$ cat config.mk
export PLATFORM = sky130hd
export DESIGN_NAME = keys_event_ctrl
export DESIGN_NICKNAME = d
export VERILOG_FILES = /design/src/rtl/keys_event_ctrl_pkg.sv /design/src/rtl/keys_evt_fifo.sv /design/src/rtl/keys_event_ctrl.sv
export SDC_FILE = /design/constraint.sdc
export NUM_CORES = 1
export LEC_CHECK = 0
export ABC_CLOCK_PERIOD_IN_PS = 1400
export CORE_ASPECT_RATIO = 1.4
export CORE_MARGIN = 3
export CORE_UTILIZATION = 35
export CTS_CLUSTER_DIAMETER = 40
export DETAILED_ROUTE_END_ITERATION = 10
export PLACE_DENSITY = 0.76
export SLEW_MARGIN = 20
export SYNTH_ARGS = -nofsm -noshare
export SYNTH_HDL_FRONTEND = slang
export SYNTH_SLANG_ARGS = --single-unit
$ cat constraint.sdc
create_clock -name clk -period 1.4 [get_ports clk]
set_input_delay 0.21 -clock clk [delete_from_list [all_inputs] [get_ports clk]]
set_output_delay 0.21 -clock clk [all_outputs]
set_load 0.03 [all_outputs]
$ cat src/rtl/keys_event_ctrl_pkg.sv
// Shared FSM encodings, PIO register map and bus command helper for keys_event_ctrl.
package keys_event_ctrl_pkg;

  typedef logic [2:0] state_t;

  localparam state_t CFG     = 3'd0;
  localparam state_t WAIT    = 3'd1;
  localparam state_t RD_ADDR = 3'd2;
  localparam state_t RD_DATA = 3'd3;
  localparam state_t CLR     = 3'd4;
  localparam state_t PUSH    = 3'd5;

  localparam logic [1:0] ADDR_DATA = 2'd0;
  localparam logic [1:0] ADDR_MASK = 2'd2;
  localparam logic [1:0] ADDR_EDGE = 2'd3;

  typedef struct packed {
    logic        sel;
    logic        write_n;
    logic [1:0]  address;
    logic [31:0] writedata;
  } avm_cmd_t;

  localparam avm_cmd_t AVM_IDLE = '{sel: 1'b0, write_n: 1'b1, address: ADDR_DATA, writedata: 32'd0};

  // Bus drive for each state; only CFG, RD_ADDR and CLR assert the select.
  function automatic avm_cmd_t bus_cmd(input state_t st, input logic [31:0] mask_word);
    avm_cmd_t c;
    c = AVM_IDLE;
    case (st)
      CFG: begin
        c.sel       = 1'b1;
        c.write_n   = 1'b0;
        c.address   = ADDR_MASK;
        c.writedata = mask_word;
      end
      RD_ADDR: begin
        c.sel     = 1'b1;
        c.address = ADDR_EDGE;
      end
      RD_DATA: c.address = ADDR_EDGE;
      CLR: begin
        c.sel       = 1'b1;
        c.write_n   = 1'b0;
        c.address   = ADDR_EDGE;
        c.writedata = 32'hFFFF_FFFF;
      end
      default: c = AVM_IDLE;
    endcase
    return c;
  endfunction

endpackage

$ cat src/rtl/keys_evt_fifo.sv
// First-word-fall-through FIFO: head visible while !empty; zero-latency pop, push lands next cycle.
// Push while full is accepted only when a pop happens in the same cycle.
module keys_evt_fifo #(
  parameter int WIDTH = 3,
  parameter int DEPTH = 4
) (
  input  logic             clk,
  input  logic             reset_n,
  input  logic             push,
  input  logic [WIDTH-1:0] push_data,
  input  logic             pop,
  output logic [WIDTH-1:0] pop_data,
  output logic             full,
  output logic             empty
);

  localparam int AW = $clog2(DEPTH);

  logic [WIDTH-1:0] mem [DEPTH];
  logic [AW:0]      wr_ptr;
  logic [AW:0]      rd_ptr;
  logic             wr_en;
  logic             rd_en;

  assign empty = (wr_ptr == rd_ptr);
  // Extra pointer MSB separates full (MSBs differ) from empty (MSBs equal).
  assign full  = (wr_ptr[AW] != rd_ptr[AW]) && (wr_ptr[AW-1:0] == rd_ptr[AW-1:0]);
  assign wr_en = push && (!full || pop);
  assign rd_en = pop && !empty;

  assign pop_data = mem[rd_ptr[AW-1:0]];

  always_ff @(posedge clk) begin
    if (wr_en) begin
      mem[wr_ptr[AW-1:0]] <= push_data;
    end
  end

  always_ff @(posedge clk) begin
    if (!reset_n) begin
      wr_ptr <= '0;
      rd_ptr <= '0;
    end else begin
      if (wr_en) begin
        wr_ptr <= wr_ptr + {{AW{1'b0}}, 1'b1};
      end
      if (rd_en) begin
        rd_ptr <= rd_ptr + {{AW{1'b0}}, 1'b1};
      end
    end
  end

endmodule

$ cat src/rtl/keys_event_ctrl.sv
// Avalon-MM master for the key PIO: masks irq at reset, reads+clears edge capture, queues events (evt_valid 5 cycles after irq sample).
// evt_ready low fills the FIFO, further events are dropped with sticky overflow; KEYS_EVENT_CTRL_TIMESTAMP_EN adds evt_ts.
module keys_event_ctrl
  import keys_event_ctrl_pkg::*;
#(
  parameter int                  NUM_KEYS      = 3,
  parameter int                  FIFO_DEPTH    = 4,
`ifdef KEYS_EVENT_CTRL_TIMESTAMP_EN
  parameter int                  TS_WIDTH      = 16,
`endif
  parameter logic [NUM_KEYS-1:0] IRQ_MASK_INIT = 3'b111
) (
  input  logic                clk,
  input  logic                reset_n,
  input  logic                enable,
  output logic [1:0]          avm_address,
  output logic                avm_chipselect,
  output logic                avm_write_n,
  output logic [31:0]         avm_writedata,
  input  logic [31:0]         avm_readdata,
  input  logic                key_irq,
  output logic                evt_valid,
  input  logic                evt_ready,
  output logic [NUM_KEYS-1:0] evt_keys,
`ifdef KEYS_EVENT_CTRL_TIMESTAMP_EN
  output logic [TS_WIDTH-1:0] evt_ts,
`endif
  output logic                overflow,
  output logic                busy
);

  localparam logic [31:0] MASK_WORD = 32'(IRQ_MASK_INIT);

`ifdef KEYS_EVENT_CTRL_TIMESTAMP_EN
  localparam int FIFO_W = NUM_KEYS + TS_WIDTH;
`else
  localparam int FIFO_W = NUM_KEYS;
`endif

  state_t              state;
  state_t              state_nxt;
  avm_cmd_t            cmd;
  logic [NUM_KEYS-1:0] cap;
  logic                push;
  logic                pop;
  logic                fifo_full;
  logic                fifo_empty;
  logic [FIFO_W-1:0]   push_data;
  logic [FIFO_W-1:0]   head;
  logic                readdata_unused;

  assign readdata_unused = ^avm_readdata[31:NUM_KEYS];

  always_comb begin
    state_nxt = state;
    case (state)
      CFG:     state_nxt = WAIT;
      WAIT:    if (key_irq && enable) state_nxt = RD_ADDR;
      RD_ADDR: state_nxt = RD_DATA;
      RD_DATA: state_nxt = CLR;
      CLR:     state_nxt = PUSH;
      PUSH:    state_nxt = WAIT;
      default: state_nxt = WAIT;
    endcase
  end

  always_ff @(posedge clk) begin
    if (!reset_n) begin
      state <= CFG;
    end else begin
      state <= state_nxt;
    end
  end

  // Bus is held idle while reset is asserted so the CFG write only appears once reset is released.
  always_comb begin
    cmd = bus_cmd(state, MASK_WORD);
    if (!reset_n) begin
      cmd = AVM_IDLE;
    end
  end

  assign avm_chipselect = cmd.sel;
  assign avm_write_n    = cmd.write_n;
  assign avm_address    = cmd.address;
  assign avm_writedata  = cmd.writedata;
  assign busy           = (state != WAIT);

  // PIO returns read data one cycle after the RD_ADDR select, i.e. during RD_DATA.
  always_ff @(posedge clk) begin
    if (!reset_n) begin
      cap <= '0;
    end else if (state == RD_DATA) begin
      cap <= avm_readdata[NUM_KEYS-1:0] & IRQ_MASK_INIT;
    end
  end

`ifdef KEYS_EVENT_CTRL_TIMESTAMP_EN
  logic [TS_WIDTH-1:0] ts;
  logic [TS_WIDTH-1:0] ts_cap;

  always_ff @(posedge clk) begin
    if (!reset_n) begin
      ts     <= '0;
      ts_cap <= '0;
    end else begin
      ts <= ts + 1'b1;
      if (state == RD_DATA) begin
        ts_cap <= ts;
      end
    end
  end

  assign push_data = {ts_cap, cap};
  assign evt_ts    = evt_valid ? head[FIFO_W-1:NUM_KEYS] : '0;
`else
  assign push_data = cap;
`endif

  assign push      = (state == PUSH) && (cap != '0);
  assign evt_valid = !fifo_empty;
  assign pop       = evt_valid && evt_ready;
  assign evt_keys  = evt_valid ? head[NUM_KEYS-1:0] : '0;

  keys_evt_fifo #(
    .WIDTH (FIFO_W),
    .DEPTH (FIFO_DEPTH)
  ) u_fifo (
    .clk       (clk),
    .reset_n   (reset_n),
    .push      (push),
    .push_data (push_data),
    .pop       (pop),
    .pop_data  (head),
    .full      (fifo_full),
    .empty     (fifo_empty)
  );

  // A simultaneous pop frees the slot, so only a push into a full, non-draining FIFO is lost.
  always_ff @(posedge clk) begin
    if (!reset_n) begin
      overflow <= 1'b0;
    end else if (push && fifo_full && !pop) begin
      overflow <= 1'b1;
    end
  end

endmodule

# == Word level (Yosys, flattened, before mapping) ==
# Memory sizes are Yosys's and may differ from the RTL's. A register that Yosys moved wholly into a read port is not among the register bits.
# Index checks and enable logic that the tools add are counted.
# op_classes
n_reduce_logical,17
mux,12
eq_ne,10
add_sub_neg,2
# ops
operator,count
$pmux W32 S2,1
$mux W36,1
$pmux W3 S4,1
$logic_and A1 B1 Y1,8
$add A3 B1 Y3 const B,2
$eq A3 B2 Y1 const B,2
$eq A3 B3 Y1 const B,2
$mux W3,2
$reduce_or A3 Y1,2
$mux W1,4
$mux W2,2
$pmux W2 S2,1
$eq A3 B1 Y1 const B,1
$eq A3 B3 Y1,1
$logic_not A1 Y1,3
$logic_not A3 Y1,1
$ne A3 B1 Y1 const B,1
$reduce_bool A3 Y1,1
$eq A2 B2 Y1,1
$ne A2 B2 Y1 const B,1
$reduce_or A2 Y1,1
$logic_or A1 B1 Y1,1
$ne A1 B1 Y1,1
# totals
output_inout_bits,42
mem_bits_rw,12
mem_count,1
elab_cells,47
register_bits,13
# mem_list
name,words,width,rd,rd_clocked_by_memory_dff,write_ports,line_no,rtl
u_fifo.mem,4,3,1,1,1,keys_evt_fifo.sv:19,logic [WIDTH-1:0] mem [DEPTH];

# == Longest topological paths before layout ==
# Gate-level depths: netlist of the first run.
# depth
ltp_word,7
mapped_depth,4
ltp_nobuf,4

# == Modules after synthesis ==
# A second synthesis of the first run with hierarchy kept.
# hier_totals
cells_unflattened,145
area_unflattened_um2,1556.5
# modules_own_cells
module,seq_area_each_um2,cells_per_inst,area_per_inst_um2,n_inst
keys_evt_fifo,520.5,69,942.2,1
keys_event_ctrl,140.1,76,614.3,1

# == Worst setup path before layout of the first run ==
# No wires, ideal clock.
# synth_timing
path_type,reg-to-output
start,register state[1]
end,output port avm_writedata[10]
t_required_ns,1.190
setup_slack_ns,-0.416
t_arrival_ns,1.606
path_stages_with_launch,4
cell_sequence,dfxtp_1 nor2_1 and3_1 buf_4
# synth_between
elab_chain_len,3
word_cells_on_any_way,4
# synth_rtl
item,line_no,rtl
from (decl),keys_event_ctrl.sv:40,state_t state;
from (signal assigned),keys_event_ctrl.sv:71,state <= state_nxt;
$eq A3 B3 Y1 / $logic_not A3 Y1 (equally long branches),keys_event_ctrl_pkg.sv:30,case (st)
$pmux W32 S2 *,keys_event_ctrl_pkg.sv:30,
$mux W36 *,keys_event_ctrl.sv:78,if (!reset_n) begin
to (decl),keys_event_ctrl.sv:19,"output logic [31:0] avm_writedata,"
# Mark *: on every way between the ends. The rest lies on a longest branch, timed or not.

==> impl_metrics.yaml, run 1 <==
status:
  status: "finished with violations"
  violations: "negative setup slack"
grt:
  gr-total-overflow: 0
  first_global_vias: 1155
  grt_max_degree: 15
  grt_pass1_wl_mm: 5.44
  antenna_found_initial: 0
  track_usage_pct: 14.1
route:
  vias: 1109
  route.detailed.drc: 0
  wl_per_cell_um: 14.4
  routed_via_density: 4.78
  postRouteAntennaNets: 0
  first_iter_violations: 8
  wirelength_mm: 3.34
  firstDrtPassIters: 4
setup_path:
  slowest_delay_ps: 480
  cp.arrival_ps: 1410
  cp-start-kind: "flip-flop"
  slowest_stage: "mux4_2"
  crit_type: "reg2out"
  crit_chain: "mux4_2 > nor2b_1 > buf_4"
  crit_required_ps: 1190
  endpoint_kind: "primary output"
  cp_max_fo: 3
place:
  place_inst: 216
  dp_hpwl_mm: 2.35
  dp_slack_ps: -441
  place_area_um2: 1900
  numPortBuffers: 49
  gp_congestion: 0.719
sta:
  worstMarginPinSlew_ps: 378
  finalCriticalPeriod_ps: 1620
  fin_tns_setup_ps: -7450
  min_period_over_period_pct: 116
  rsz0062_at_grt: "true"
  setup_slack_ps: -224
  fin_skew_ps: 6.64
  slew_headroom_pct: 74.6
  final-hold-violation-count: 0
  drv_slew: 0
  setup_viol: 56
  fmax_mhz: 616
yosys:
  synth_cell_types: 32
  synthTopCellsByArea: "edfxtp_1 24%, dfxtp_1 20%, buf_4 15%"
  synth_top_area_share_pct: 24.4
  synth.largest_area_cell: "edfxtp_1"
  netlist_instances: 133
  synth_nets: 175
  netlist_area_um2: 1480
  seq_area_frac_synth_pct: 44.7
  ys_warn_count: 0
  ys_seq_elements: 27
  syn_avg_cell_area_um2: 11.1
pwr:
  vdd_drop_max_mv: 0.363
  leakagePower_nw: 1.01
  p_per_area_nw_per_um2: 626
floorplan:
  die-area_um2: 5050
  design.core.area_um2: 3990
  start_util_pct: 37.1
  die_w_um: 60.9
  ios: 79
  die_y_um: 82.9
  rows: 27
cells_and_area:
  final_cell_count_no_fill: 232
  final_area_um2: 2370
  final_core_util_pct: 59.5
  area_delta_synth_final_pct: 60.5
  n_antenna_cell: 0
  drive_gt1_share_pct: 63.0
  layout.nets: 232
flow_run:
  drv_cap: 0
hold_path:
  min_path_type: "reg2reg"
cts:
  numCtsBuffers: 3
  cts-root-buf: "clkbuf_8"
  clock_sinks: 27
  clk_latency_ps: 270
  tritoncts: "built"
  cts_max_path_buffers: 2
  cts-hold-fix-buffers: 0
  clk_pin_slew_ps: 90
  cts-htree-levels: 1
[flip-flops by register name (all words and copies together), names as in the netlist, named ones only]
signal,count
cap,3
overflow,1
state,3
u_fifo.mem,12
u_fifo.rd_ptr,3
u_fifo.wr_ptr,3
[cells by family (layout without fill, tap and decap cells)]
logic type	after synthesis	in the layout	share of synthesized area, %
AOI/OAI and AO/OA	10	10	5.16
xor gates and xnor gates	6	6	4.57
adders and majority gates	5	5	4.23
buffers and inverters	37	90	17.0
DFF	27	27	44.7
muxes	9	9	8.63
and+or+nand+nor	39	42	15.7
[cell usage in the layout (no fill, tap or decap), types with 4 or more instances in the layout]
cell type        count
and3_4               4
buf_6               52
dfxtp_1              6
ha_1                 5
buf_4               20
nand2_1              6
clkdlybuf4s50_1      6
dfxtp_2              8
and2_4               4
nor2b_1              6
mux2i_1              6
edfxtp_1            12
[cell type report]
| type | count | area [µm²] |
|---|---|---|
| repair buffers | 81 | 818 |
| multi-input cells | 72 | 761 |
| inverters | 5 | 21.3 |
| well taps | 43 | 53.8 |
| flip-flops and latches | 27 | 674 |
| clock buffers | 4 | 45.0 |
| fillers | 330 | 1610 |
[what timing repair did]
item	CTS	global route
gates resized for setup	103	20
buffers inserted	4	5
pin swaps	15	20
setup endpoints to repair	59	59
gates cloned	4	0
[per-layer routing]
layer	vias up	track usage [%]	wire length (µm)	part of all wire, %
met5	-	0	0	0
met4	0	5.33	61	1.8
met3	6	0.933	67	2.0
met2	20	27.4	2060	62
met1	544	14.6	1150	34
li1	539	-	-	-
[per-stage QoR]
stage,total power [W],hold WS (ps)
final,0.00149,471
after global placement,0.00101,456
after floorplan,0.000941,365
after detailed placement,0.00102,460
after CTS,0.00149,477
after global routing,0.00154,517
[worst paths after layout]
check                   startpoint                to  slack (ps)  cells after the start
setup / recovery         flip-flop       evt_keys[1]        -220                      3
hold reg to reg           overflow          overflow         470                      1
setup reg to reg  u_fifo.wr_ptr[0]  u_fifo.mem[3][0]        -160                      5
hold / removal            overflow          overflow         470                      1
[synth_stat cells]
cell	n
buf_4	30
dfxtp_1	15
edfxtp_1	12
nand2_1	10
nor2b_1	8
and2_1	6
mux2i_1	6
ha_1	5
inv_1	5
mux4_2	3
nor2_1	3
xnor2_1	3
a21boi_1	2
a21oi_1	2
and3_1	2
clkbuf_1	2
nand2b_1	2
o311ai_1	2
xor2_2	2
nand3_1	1
nand3b_1	1
nor2_2	1
nor3_1	1
nor3b_1	1
nor3b_2	1
nor4_4	1
o21a_1	1
o21ai_0	1
o31a_1	1
o31ai_2	1
or3_1	1
xor2_1	1
[report_power, final]
group | total, W | switching (W) | internal [W]
registers | 0.000826 | 0.00000511 | 0.000820
logic | 0.000240 | 0.000120 | 0.000121
clock network | 0.000419 | 0.000216 | 0.000203
total | 0.00149 | 0.000341 | 0.00114
[worst max-delay path, delay by kind of cell, from the launching register on]
family | cells | cell delay [ps]
flip-flops | 1 | 370
AND/OR/NAND/NOR | 1 | 140
buffers and inverters | 1 | 160
multiplexers | 1 | 480
(Power assumes the default switching activity.)
==> run 2: changes to the inputs <==
--- a/config.mk
+++ b/config.mk
@@ -6,12 +6,12 @@
 export NUM_CORES = 1
 export LEC_CHECK = 0
 export ABC_CLOCK_PERIOD_IN_PS = 1400
-export CORE_ASPECT_RATIO = 1.4
 export CORE_MARGIN = 3
 export CORE_UTILIZATION = 35
 export CTS_CLUSTER_DIAMETER = 40
 export DETAILED_ROUTE_END_ITERATION = 10
 export PLACE_DENSITY = 0.76
+export REMOVE_ABC_BUFFERS = 1
 export SLEW_MARGIN = 20
 export SYNTH_ARGS = -nofsm -noshare
 export SYNTH_HDL_FRONTEND = slang
==> run 2 against run 1 <==
Effect of this change: the run still ends with negative setup slack left; cell area up 17%; total power up 7.0%; largest cell class unchanged; non-clock buffer count up 18; largest power group unchanged; sequential share of layout area down 3.9 points; fmax down 6.8%; combinational power up 22%; critical path depth up 1; die area down 0.22%.
==> impl_metrics.yaml, run 2 (synthesized netlist as in run 1, its figures left out) <==
sta:
  fin_skew_ps: 7.79
  drv_slew: 0
  final-hold-violation-count: 0
  slew_headroom_pct: 71.3
  finalCriticalPeriod_ps: 1740
  rsz0062_at_grt: "true"
  holdWs_ps: 540
  worstMarginPinSlew_ps: 429
  setup_slack_ps: -342
  min_period_over_period_pct: 124
  setup_viol: 62
  fmax_mhz: 574
grt:
  first_global_vias: 1273
  met2_usage_pct: 36.4
  met1_usage_pct: 20.4
  grt_pass1_wl_mm: 7.04
  grt_max_degree: 18
  gr-max-usage-layer: "met2"
  track_usage_pct: 18.3
  antenna_found_initial: 0
  globalRouteMet3Util_pct: 1.99
  gr-total-overflow: 0
cells_and_area:
  final_area_um2: 2780
  largest_reg_flops: 12
  n_antenna_cell: 0
  drive_gt1_share_pct: 69.1
  area_delta_synth_final_pct: 87.9
  nFillCells: 264
  final_cell_mix: "29 x buf_6, 29 x buf_4, 29 x buf_8"
  final_core_util_pct: 69.0
  layout.nets: 247
pwr:
  leakagePower_nw: 1.20
  p_per_area_nw_per_um2: 572
  vdd_drop_max_mv: 0.413
floorplan:
  die_y_um: 71.0
  start_util_pct: 36.7
  rows: 23
  die_w_um: 71.0
  design.core.area_um2: 4030
  die-area_um2: 5040
  ios: 79
setup_path:
  crit_chain: "buf_6 > mux4_2 > nor2b_1 > buf_4"
  crit_required_ps: 1190
  slowest_stage: "mux4_2"
  crit_type: "reg2out"
  cp.arrival_ps: 1530
  endpoint_kind: "primary output"
  slowest_delay_ps: 480
  cp-start-kind: "flip-flop"
  cp_max_fo: 2
cts:
  cts-hold-fix-buffers: 0
  cts-root-buf: "clkbuf_8"
  tritoncts: "built"
  cts-htree-levels: 1
  clk_pin_slew_ps: 100
  clk_latency_ps: 280
  clock_sinks: 27
  numCtsBuffers: 3
  cts_max_path_buffers: 2
place:
  place_area_um2: 1920
  gp_congestion: 0.736
  numPortBuffers: 49
  dp_hpwl_mm: 2.51
flow_run:
  drv_cap: 0
route:
  wl_per_cell_um: 20.6
  routed_via_density: 4.85
  first_iter_violations: 120
  firstDrtPassIters: 4
  vias: 1231
  route.detailed.drc: 0
  wirelength_mm: 5.23
  postRouteAntennaNets: 0
status:
  status: "finished with violations"
  violations: "negative setup slack"
hold_path:
  min_path_type: "reg2reg"
[run 2: changes by cell type in the layout (fill, tap and decap cells not counted), moves of 2 or more]
cell,change
buf_6,-23
and3_4,-3
nor2b_4,+2
dfxtp_4,+3
buf_8,+29
xor2_2,-2
buf_16,+3
nand2_2,-2
dfxtp_2,-4
buf_4,+9
xor2_4,+2
nor2b_1,-2
nand2_4,+2
[run 2: worst paths after layout]
kind             start          endpoint  slack [ps]  cells after the start
max          flip-flop       evt_keys[0]        -340                      4
min reg2reg   overflow          overflow         540                      1
max reg2reg   state[1]  u_fifo.wr_ptr[2]        -270                      6
min           overflow          overflow         540                      1
[run 2: worst max-delay path, delay by kind of cell, from the launching register on]
family / cells / cell delay (ps)
and+or+nand+nor: 1 / 150
DFF: 1 / 360
buffers and inverters: 2 / 270
muxes: 1 / 480
[run 2: repair_timing]
item | 4_1_cts | 5_1_grt
gates cloned | 3 | 0
setup endpoints to repair | 59 | 62
pin swaps | 15 | 14
setup buffers | 13 | 12
resized for setup | 129 | 46
[run 2: layout make-up]
class	count	area, µm²	area share [%]
timing repair buffer	99	1160	41.7
multi-input combinational	69	805	29.0
sequential	27	681	24.5
tap	50	62.6	2.25
clock buffer	3	41.3	1.49
inverter	5	21.3	0.765
clock inverter	1	8.76	0.315
[run 2: per-stage QoR]
step / instances / power, W / worst slack (ps) / setup TNS (ps)
after global placement: 227 / 0.00102 / -360 / -8650
after floorplan: 101 / 0.000920 / -5210 / -152170
final: 254 / 0.00159 / -342 / -14230
after global routing: 254 / 0.00164 / -405 / -16950
after detailed placement: 227 / 0.00102 / -404 / -9840
after CTS: 246 / 0.00152 / -350 / -11200
[run 2: report_power, final]
group          switching [W]  internal [W]  leakage (nW)
Sequential        0.00000561      0.000815         0.237
Clock               0.000268      0.000209        0.0261
Combinational       0.000145      0.000147         0.935
[run 2: metal layers]
layer / part of all wire (%) / wire length [µm]
met3: 2.6 / 137
met2: 58 / 3020
met1: 37 / 1950
met5: 0 / 0
met4: 2.2 / 117
